`src/rtl/mytimer_pkg.sv`:
```
// Shared constants for the mytimer block: register map, CONTROL bit positions, STATUS bit.
// Used by both the default build and the MYTIMER_PRESCALER_EN build.
package mytimer_pkg;

   localparam logic [2:0] ADDR_CONTROL  = 3'd0;
   localparam logic [2:0] ADDR_STATUS   = 3'd1;
   localparam logic [2:0] ADDR_PERIOD   = 3'd2;
   localparam logic [2:0] ADDR_PRESCALE = 3'd3;
   localparam logic [2:0] ADDR_COUNT    = 3'd4;

   localparam int CTRL_RUN   = 0;
   localparam int CTRL_CONT  = 1;
   localparam int CTRL_START = 2;

   localparam int STAT_READY = 0;

endpackage

```
`src/rtl/mytimer_prescaler.sv`:
```
// Prescale counter: while enabled, emits a one-cycle tick every limit+1 cycles.
// Instantiated by mytimer_core only when MYTIMER_PRESCALER_EN is defined.
module mytimer_prescaler
   import mytimer_pkg::*;
#(
   parameter int W = 16
) (
   input  logic         clk_i,
   input  logic         reset_i,
   input  logic         en_i,
   input  logic         clr_i,
   input  logic [W-1:0] prescale_i,
   output logic         tick_o
);

   logic [W-1:0] cnt_q, cnt_d;
   logic [W-1:0] limit_q, limit_d;

   assign tick_o = en_i & (cnt_q == limit_q);

   // The limit is only re-sampled at a wrap or restart, so a new PRESCALE
   // never strands the counter above its compare value.
   always_comb begin
      cnt_d   = cnt_q;
      limit_d = limit_q;
      if (clr_i || tick_o) begin
         cnt_d   = '0;
         limit_d = prescale_i;
      end else if (en_i) begin
         cnt_d = cnt_q + W'(1);
      end
   end

   always_ff @(posedge clk_i) begin
      if (reset_i) begin
         cnt_q   <= '0;
         limit_q <= '0;
      end else begin
         cnt_q   <= cnt_d;
         limit_q <= limit_d;
      end
   end

endmodule

```
`src/rtl/mytimer_core.sv`:
```
// Programmable down-counting timer with a sticky data_ready expiry flag and a chip-select slave port.
// Define MYTIMER_PRESCALER_EN to build the PRESCALE register and prescaler; otherwise it ticks every RUN cycle.
module mytimer_core
   import mytimer_pkg::*;
#(
   parameter int WIDTH          = 32,
   parameter int PRESCALE_WIDTH = 16
) (
   input  logic        clk,
   input  logic        reset,
   input  logic        s_cs_n,
   input  logic [2:0]  s_address,
   input  logic        s_read,
   output logic [31:0] s_readdata,
   input  logic        s_write,
   input  logic [31:0] s_writedata,
   output logic        data_ready
);

   logic             run_q, run_d;
   logic             cont_q, cont_d;
   logic             ready_q, ready_d;
   logic [WIDTH-1:0] period_q, period_d;
   logic [WIDTH-1:0] count_q, count_d;
   logic [31:0]      rdata_q, rdata_d;
   logic [31:0]      rd_mux;
   logic             wr, rd, start, tick, expire;

   assign wr    = ~s_cs_n & s_write;
   assign rd    = ~s_cs_n & s_read;
   assign start = wr && (s_address == ADDR_CONTROL) && s_writedata[CTRL_START];

`ifdef MYTIMER_PRESCALER_EN
   logic [PRESCALE_WIDTH-1:0] prescale_q, prescale_d;

   mytimer_prescaler #(.W(PRESCALE_WIDTH)) u_prescaler (
      .clk_i      (clk),
      .reset_i    (reset),
      .en_i       (run_q),
      .clr_i      (start),
      .prescale_i (prescale_q),
      .tick_o     (tick)
   );
`else
   localparam int unused_prescale_w = PRESCALE_WIDTH;
   assign tick = run_q;
`endif

   // Tick handling first, then register writes override; START suppresses the tick.
   always_comb begin
      run_d    = run_q;
      cont_d   = cont_q;
      ready_d  = ready_q;
      period_d = period_q;
      count_d  = count_q;
      expire   = 1'b0;
`ifdef MYTIMER_PRESCALER_EN
      prescale_d = prescale_q;
`endif
      if (tick && !start) begin
         if (count_q != '0) begin
            count_d = count_q - WIDTH'(1);
         end else begin
            expire = 1'b1;
            if (cont_q) count_d = period_q;
            else        run_d   = 1'b0;
         end
      end
      if (wr) begin
         case (s_address)
            ADDR_CONTROL: begin
               cont_d = s_writedata[CTRL_CONT];
               if (s_writedata[CTRL_START]) begin
                  run_d   = 1'b1;
                  count_d = period_q;
               end else begin
                  run_d = s_writedata[CTRL_RUN];
               end
            end
            ADDR_STATUS: if (s_writedata[STAT_READY]) ready_d = 1'b0;
            ADDR_PERIOD: period_d = s_writedata[WIDTH-1:0];
`ifdef MYTIMER_PRESCALER_EN
            ADDR_PRESCALE: prescale_d = s_writedata[PRESCALE_WIDTH-1:0];
`endif
            default: ;
         endcase
      end
      if (expire) ready_d = 1'b1;
   end

   always_comb begin
      rd_mux = '0;
      case (s_address)
         ADDR_CONTROL: begin
            rd_mux[CTRL_RUN]  = run_q;
            rd_mux[CTRL_CONT] = cont_q;
         end
         ADDR_STATUS: rd_mux[STAT_READY] = ready_q;
         ADDR_PERIOD: rd_mux[WIDTH-1:0]  = period_q;
`ifdef MYTIMER_PRESCALER_EN
         ADDR_PRESCALE: rd_mux[PRESCALE_WIDTH-1:0] = prescale_q;
`endif
         ADDR_COUNT: rd_mux[WIDTH-1:0] = count_q;
         default: ;
      endcase
      rdata_d = rd ? rd_mux : rdata_q;
   end

   always_ff @(posedge clk) begin
      if (reset) begin
         run_q      <= 1'b0;
         cont_q     <= 1'b0;
         ready_q    <= 1'b0;
         period_q   <= '0;
         count_q    <= '0;
         rdata_q    <= '0;
`ifdef MYTIMER_PRESCALER_EN
         prescale_q <= '0;
`endif
      end else begin
         run_q      <= run_d;
         cont_q     <= cont_d;
         ready_q    <= ready_d;
         period_q   <= period_d;
         count_q    <= count_d;
         rdata_q    <= rdata_d;
`ifdef MYTIMER_PRESCALER_EN
         prescale_q <= prescale_d;
`endif
      end
   end

   assign s_readdata = rdata_q;
   assign data_ready = ready_q;

endmodule

```
`config.mk`:
```
export PLATFORM = sky130hd
export DESIGN_NAME = mytimer_core
export DESIGN_NICKNAME = d
export VERILOG_FILES = /design/src/rtl/mytimer_pkg.sv /design/src/rtl/mytimer_prescaler.sv /design/src/rtl/mytimer_core.sv
export SDC_FILE = /design/constraint.sdc
export NUM_CORES = 1
export LEC_CHECK = 0
export ABC_AREA = 1
export CORE_MARGIN = 5
export CORE_UTILIZATION = 56
export CTS_CLUSTER_SIZE = 16
export DETAILED_ROUTE_END_ITERATION = 10
export GPL_TIMING_DRIVEN = 1
export PLACE_DENSITY_LB_ADDON = 0.08
export REMOVE_ABC_BUFFERS = 1
export SLEW_MARGIN = 20
export SYNTH_ARGS = -nofsm -noshare
export SYNTH_HDL_FRONTEND = slang
export SYNTH_SLANG_ARGS = --single-unit
```
`constraint.sdc`:
```
create_clock -name clk -period 2.1 [get_ports clk]
set_clock_uncertainty 0.2 [all_clocks]
set_input_delay 0.63 -clock clk [delete_from_list [all_inputs] [get_ports clk]]
set_output_delay 0.63 -clock clk [all_outputs]
set_load 0.03 [all_outputs]
```
# After elaboration in Yosys (flattened, before gate mapping)
# Cells that the tools add are included.
[totals] wordCells=46 out_inout_bits=33 ff_bits=99 input_bits=40
[op_classes] eq_ne=3 n_bitwise=3 reduce_logical=12 mux=21 n_addsub=1
[op_table] op="$mux 32" n=6
[op_table] op="$pmux 30 s2" n=1
[op_table] op="$reduce_bool 32->1" n=1
[op_table] op="$sub 32x1->32 const B" n=1
[op_table] op="$mux 1" n=12
[op_table] op="$reduce_bool 2->1" n=3
[op_table] op="$pmux 1 s4" n=1
[op_table] op="$reduce_and 2->1" n=2
[op_table] op="$eq 3x1->1 const B" n=1
[op_table] op="$eq 3x2->1 const B" n=1
[op_table] op="$eq 3x3->1 const B" n=1
[op_table] op="$logic_and 1x1->1" n=3
[op_table] op="$logic_not 3->1" n=1
[op_table] op="$pmux 1 s3" n=1
[op_table] op="$reduce_and 3->1" n=1
[op_table] op="$and 1x1->1" n=2
[op_table] op="$logic_not 1->1" n=1
[op_table] op="$not 1->1" n=1

# Depth between registers and ports, before layout
[logic_depth] ltp_word=10 mapped_depth=12 depth_no_buf=11

# Worst setup path before layout
# Ideal clock, no wire load.
[synth_path] path_type="input port to flip-flop" startpoint="input s_address[2]" endpoint="register count_q[16]" path_buffers=1 t_required_ns=1.781 path_slack_ns=0.245 setup_time_ns=0.119 t_arrival_ns=1.536 path_stages=9 path_cell_list="nor2_1 > nand2_1 > nor2_2 > nand2_4 > nand2_4 > inv_1 > buf_4 > nand2_1 > a21oi_1"
[synth_via] elab_chain_cells=9
[synth_lines] item="start, declared" line_no="mytimer_core.sv:12" source="input logic [2:0] s_address,"
[synth_lines] item="$logic_not 3->1 *" line_no="mytimer_core.sv:31, mytimer_core.sv:70"
[synth_lines] item="$logic_and 1x1->1 (2 in a row)" line_no="mytimer_core.sv:31" source="assign start = wr && (s_address == ADDR_CONTROL) && s_writedata[CTRL_START];"
[synth_lines] item="$logic_not 1->1" line_no="mytimer_core.sv:60" source="if (tick && !start) begin"
[synth_lines] item="$logic_and 1x1->1" line_no="mytimer_core.sv:60"
[synth_lines] item="$mux 32" line_no="mytimer_core.sv:60"
[synth_lines] item="$mux 32" line_no="mytimer_core.sv:73" source="if (s_writedata[CTRL_START]) begin"
[synth_lines] item="$mux 32" line_no="mytimer_core.sv:70" source="case (s_address)"
[synth_lines] item="$mux 32 *" line_no="mytimer_core.sv:69" source="if (wr) begin"
[synth_lines] item="end signal, assigned" line_no="mytimer_core.sv:125" source="count_q <= count_d;"
[synth_lines] item="end, declared" line_no="mytimer_core.sv:24" source="logic [WIDTH-1:0] count_q, count_d;"
# Every way passes the cells marked *; elsewhere a longest branch is shown, timed or not.
# A chain may end at the register's enable or synchronous reset.

# Final worst setup path
[layout_path] startpoint="input s_address[0]" endpoint="register count_q[27]"
# The elaborated chain is that of the path after synthesis.

==> summary.log <==
qor: routing.detail_route.wirelength.met1 7685 um
qor: placement.postPlaceCellArea 0.006992 mm^2
qor: die.die_h 112.2 um
qor: timing.setup_viol_count_final 0
qor: die.floorplan.die_area 0.01259 mm^2
qor: cts.htree_num_levels 3
qor: routing.routed_via_density 5.610
qor: final_layout.layout-drive-gt1-share 11.57%
qor: routing.drt_pre_antenna_iters 5
qor: final_layout.mostFrequentLayoutCell sky130_fd_sc_hd__nand2_1
qor: cts.clk-insertion-delay-late 0.39 ns
qor: cts.clock_tree.root_cell sky130_fd_sc_hd__clkbuf_8
qor: pwr.ir_worst_vdd 0.6269 mV
qor: timing.slew_violations 0
qor: worst_setup_path.worst_setup_path_end_kind flop
qor: final_layout.fillCellCount 917
qor: pwr.power.density_cell_area 680.1 mW/mm^2
qor: final_layout.antenna_cells_inserted 0
qor: synthesis.yosysUniqueCellTypes 36
qor: routing.wl_met2 8550 um
qor: synthesis.syn_inst 912
qor: synthesis.synth-seq-cells 99
qor: placement.final_estimated_routing_congestion_in_global_placement 0.9944
qor: timing.fin_crit_sh 96.91%
qor: synthesis.synth.yosys.warnings 0
qor: global_route.grt_use_total 28.19%
qor: run_status.status complete, no violations
qor: timing.worst_setup_margin 0.06489 ns
qor: worst_setup_path.critical_path_arrival 2.16 ns
qor: pwr.totalPowerFinal 4.910 mW
qor: worst_setup_path.cp.required 2.23 ns
qor: cts.ctsLongestPathBuffers 2
qor: global_route.grt_pass1_vias 6110
qor: timing.timing.max_slew.rel_slack 74.54%
qor: global_route.gr-total-overflow 0
qor: worst_hold_path.hold_path.class flop to flop
qor: die.placement_rows 37
qor: routing.routed.top_layer met4
qor: synthesis.cell_area_after_synthesis 0.005848 mm^2
qor: global_route.grt_antenna_before_repair 0
qor: final_layout.mostFrequentLayoutCells sky130_fd_sc_hd__nand2_1, sky130_fd_sc_hd__nor2_1, sky130_fd_sc_hd__inv_1, sky130_fd_sc_hd__o21ai_0, sky130_fd_sc_hd__dfxtp_1
qor: cts.cts_sinks 99
qor: timing.timing.fmax 491.4 MHz
qor: final_layout.area_delta_synth_final 23.45%
qor: cts.ctsHoldBuffers 0
qor: routing.detail_route.wl_per_cell 15.76 um
qor: worst_setup_path.timing.critical_path.from_type input port
qor: timing.hold_viol 0
qor: run.cap_viol_max_count 0
qor: routing.routed_wirelength 17950 um
qor: timing.final.min_clock_period 2.035 ns
qor: routing.initialDrtViolationCount 520
qor: timing.tns 0 ns
qor: synthesis.synth_seq_area_share 33.89%
qor: routing.via_count 6390
qor: die.die_w 112.2 um
qor: worst_setup_path.cp_max_fo 5
qor: routing.drc 0
qor: synthesis.post_synth.cell_area_avg 6.412 um^2
qor: global_route.grt_max_degree 47
qor: timing.timing_worst_slew_pin_value 0.3790 ns
qor: placement.place_ws -0.3669 ns
qor: placement.port_buffers 72
qor: final_layout.fin_nets 1042
qor: die.start_util 56.90%
qor: cts.clk_transition_reported_paths 0.09 ns
qor: routing.wl_met3 1210 um
qor: placement.dp.final_hpwl 13130 um
qor: worst_setup_path.critPathKind input port to flop
qor: routing.ant_nets 0
qor: die.io_pins 73
qor: global_route.first_pass_grt_wire_length 29260 um
qor: die.core_area 0.01028 mm^2
qor: final_layout.postLayoutCellArea 0.007219 mm^2
qor: cts.cts_tree built
qor: pwr.power_leakage 3.435 nW
qor: cts.cts_inserted_buffers 9
==> report_power, final <==
group	switching [mW]	internal [mW]	total [mW]
clock	0.661	0.572	1.23
sequential	0.0581	1.95	2.01
combinational	1.06	0.614	1.67
==> critical path, cell delays in order <==
cell and delay, ns:
sky130_fd_sc_hd__clkdlybuf4s50_1 0.44, sky130_fd_sc_hd__nor2_2 0.15, sky130_fd_sc_hd__nand2_2 0.09, sky130_fd_sc_hd__nor2_4 0.11, sky130_fd_sc_hd__nand2_4 0.09, sky130_fd_sc_hd__nand2_4 0.10, sky130_fd_sc_hd__clkinvlp_4 0.17, sky130_fd_sc_hd__buf_6 0.18
sky130_fd_sc_hd__nand3_1 0.08, sky130_fd_sc_hd__nand2_1 0.06, sky130_fd_sc_hd__inv_1 0.05
==> routing by layer <==
layer  global-route usage [%]  vias to the layer above
li1                         -                     3147
met1                    34.46                     2966
met2                    48.15                      237
met3                    6.469                       40
met4                    10.82                        0
met5                        0                        -
==> registers in the layout (all words and copies together), names as in the netlist <==
signal      count
data_ready      1
period_q       32
cont_q          1
run_q           1
count_q        32
s_readdata     32
==> synthesized netlist by cell type, drive strengths merged <==
master	n	area share, %
nand2	194	13
nor2	167	12
inv	116	7.5
o21ai	114	9.9
dfxtp	99	34
a21oi	76	6.7
o221ai	40	6.0
clkbuf	33	2.1
nand3	29	2.7
buf	12	1.3
xor2	11	1.6
nand4	5	0.53
o211ai	5	0.98
nor3	3	0.34
ha	2	0.43
and2	1	0.11
clkinv	1	0.064
o21bai	1	0.13
o22ai	1	0.11
o31ai	1	0.13
xnor2	1	0.15
==> final timing paths <==
check	start	endpoint	slack, ns	cells past startpoint
min	s_readdata[1]$_SDFFE_PP0P_	s_readdata[1]$_SDFFE_PP0P_	0.27	2
min reg2reg	s_readdata[1]$_SDFFE_PP0P_	s_readdata[1]$_SDFFE_PP0P_	0.27	2
max reg2reg	count_q[1]$_SDFF_PP0_	count_q[12]$_SDFF_PP0_	0.10	11
max	s_address[0]	count_q[27]$_SDFF_PP0_	0.06	11
==> area by class of cell <==
type	count	area [um^2]	area share (%)
clock inverter	2	37.54	0.5199
multi-input combinational	651	3262	45.18
clock buffer	12	145.1	2.010
timing repair inverter	1	5.005	0.06932
sequential	99	1982	27.45
inverter	117	447.9	6.205
timing repair buffer	121	1170	16.20
tap	136	170.2	2.357
==> kinds of logic after synthesis <==
| family | count (synthesis) | synth area share, % |
|---|---|---|
| AO/OA/AOI/OAI | 238 | 23.92 |
| XOR/XNOR | 12 | 1.797 |
| adder cells (fa/ha/maj) | 2 | 0.4278 |
| buffers and inverters | 162 | 10.98 |
| flip-flops | 99 | 33.89 |
| AND/OR/NAND/NOR | 399 | 28.99 |
==> metrics by stage <==
stage / hold WS, ns / utilization (%) / instances
global route: 0.2908 / 70.25 / 1139
floorplan: 0.2540 / - / 867
detailed placement: 0.2550 / 68.03 / 1122
global placement: 0.2598 / 68.03 / 1122
finish: 0.2654 / 70.25 / 1139
CTS: 0.2683 / 69.41 / 1136
==> what timing repair did <==
item	in CTS	in global routing
gates resized for setup	33	17
pin swaps	0	3
setup buffers	0	2
setup endpoints to repair	33	32
gates cloned	0	1
Power figures use the tool's default switching activity.
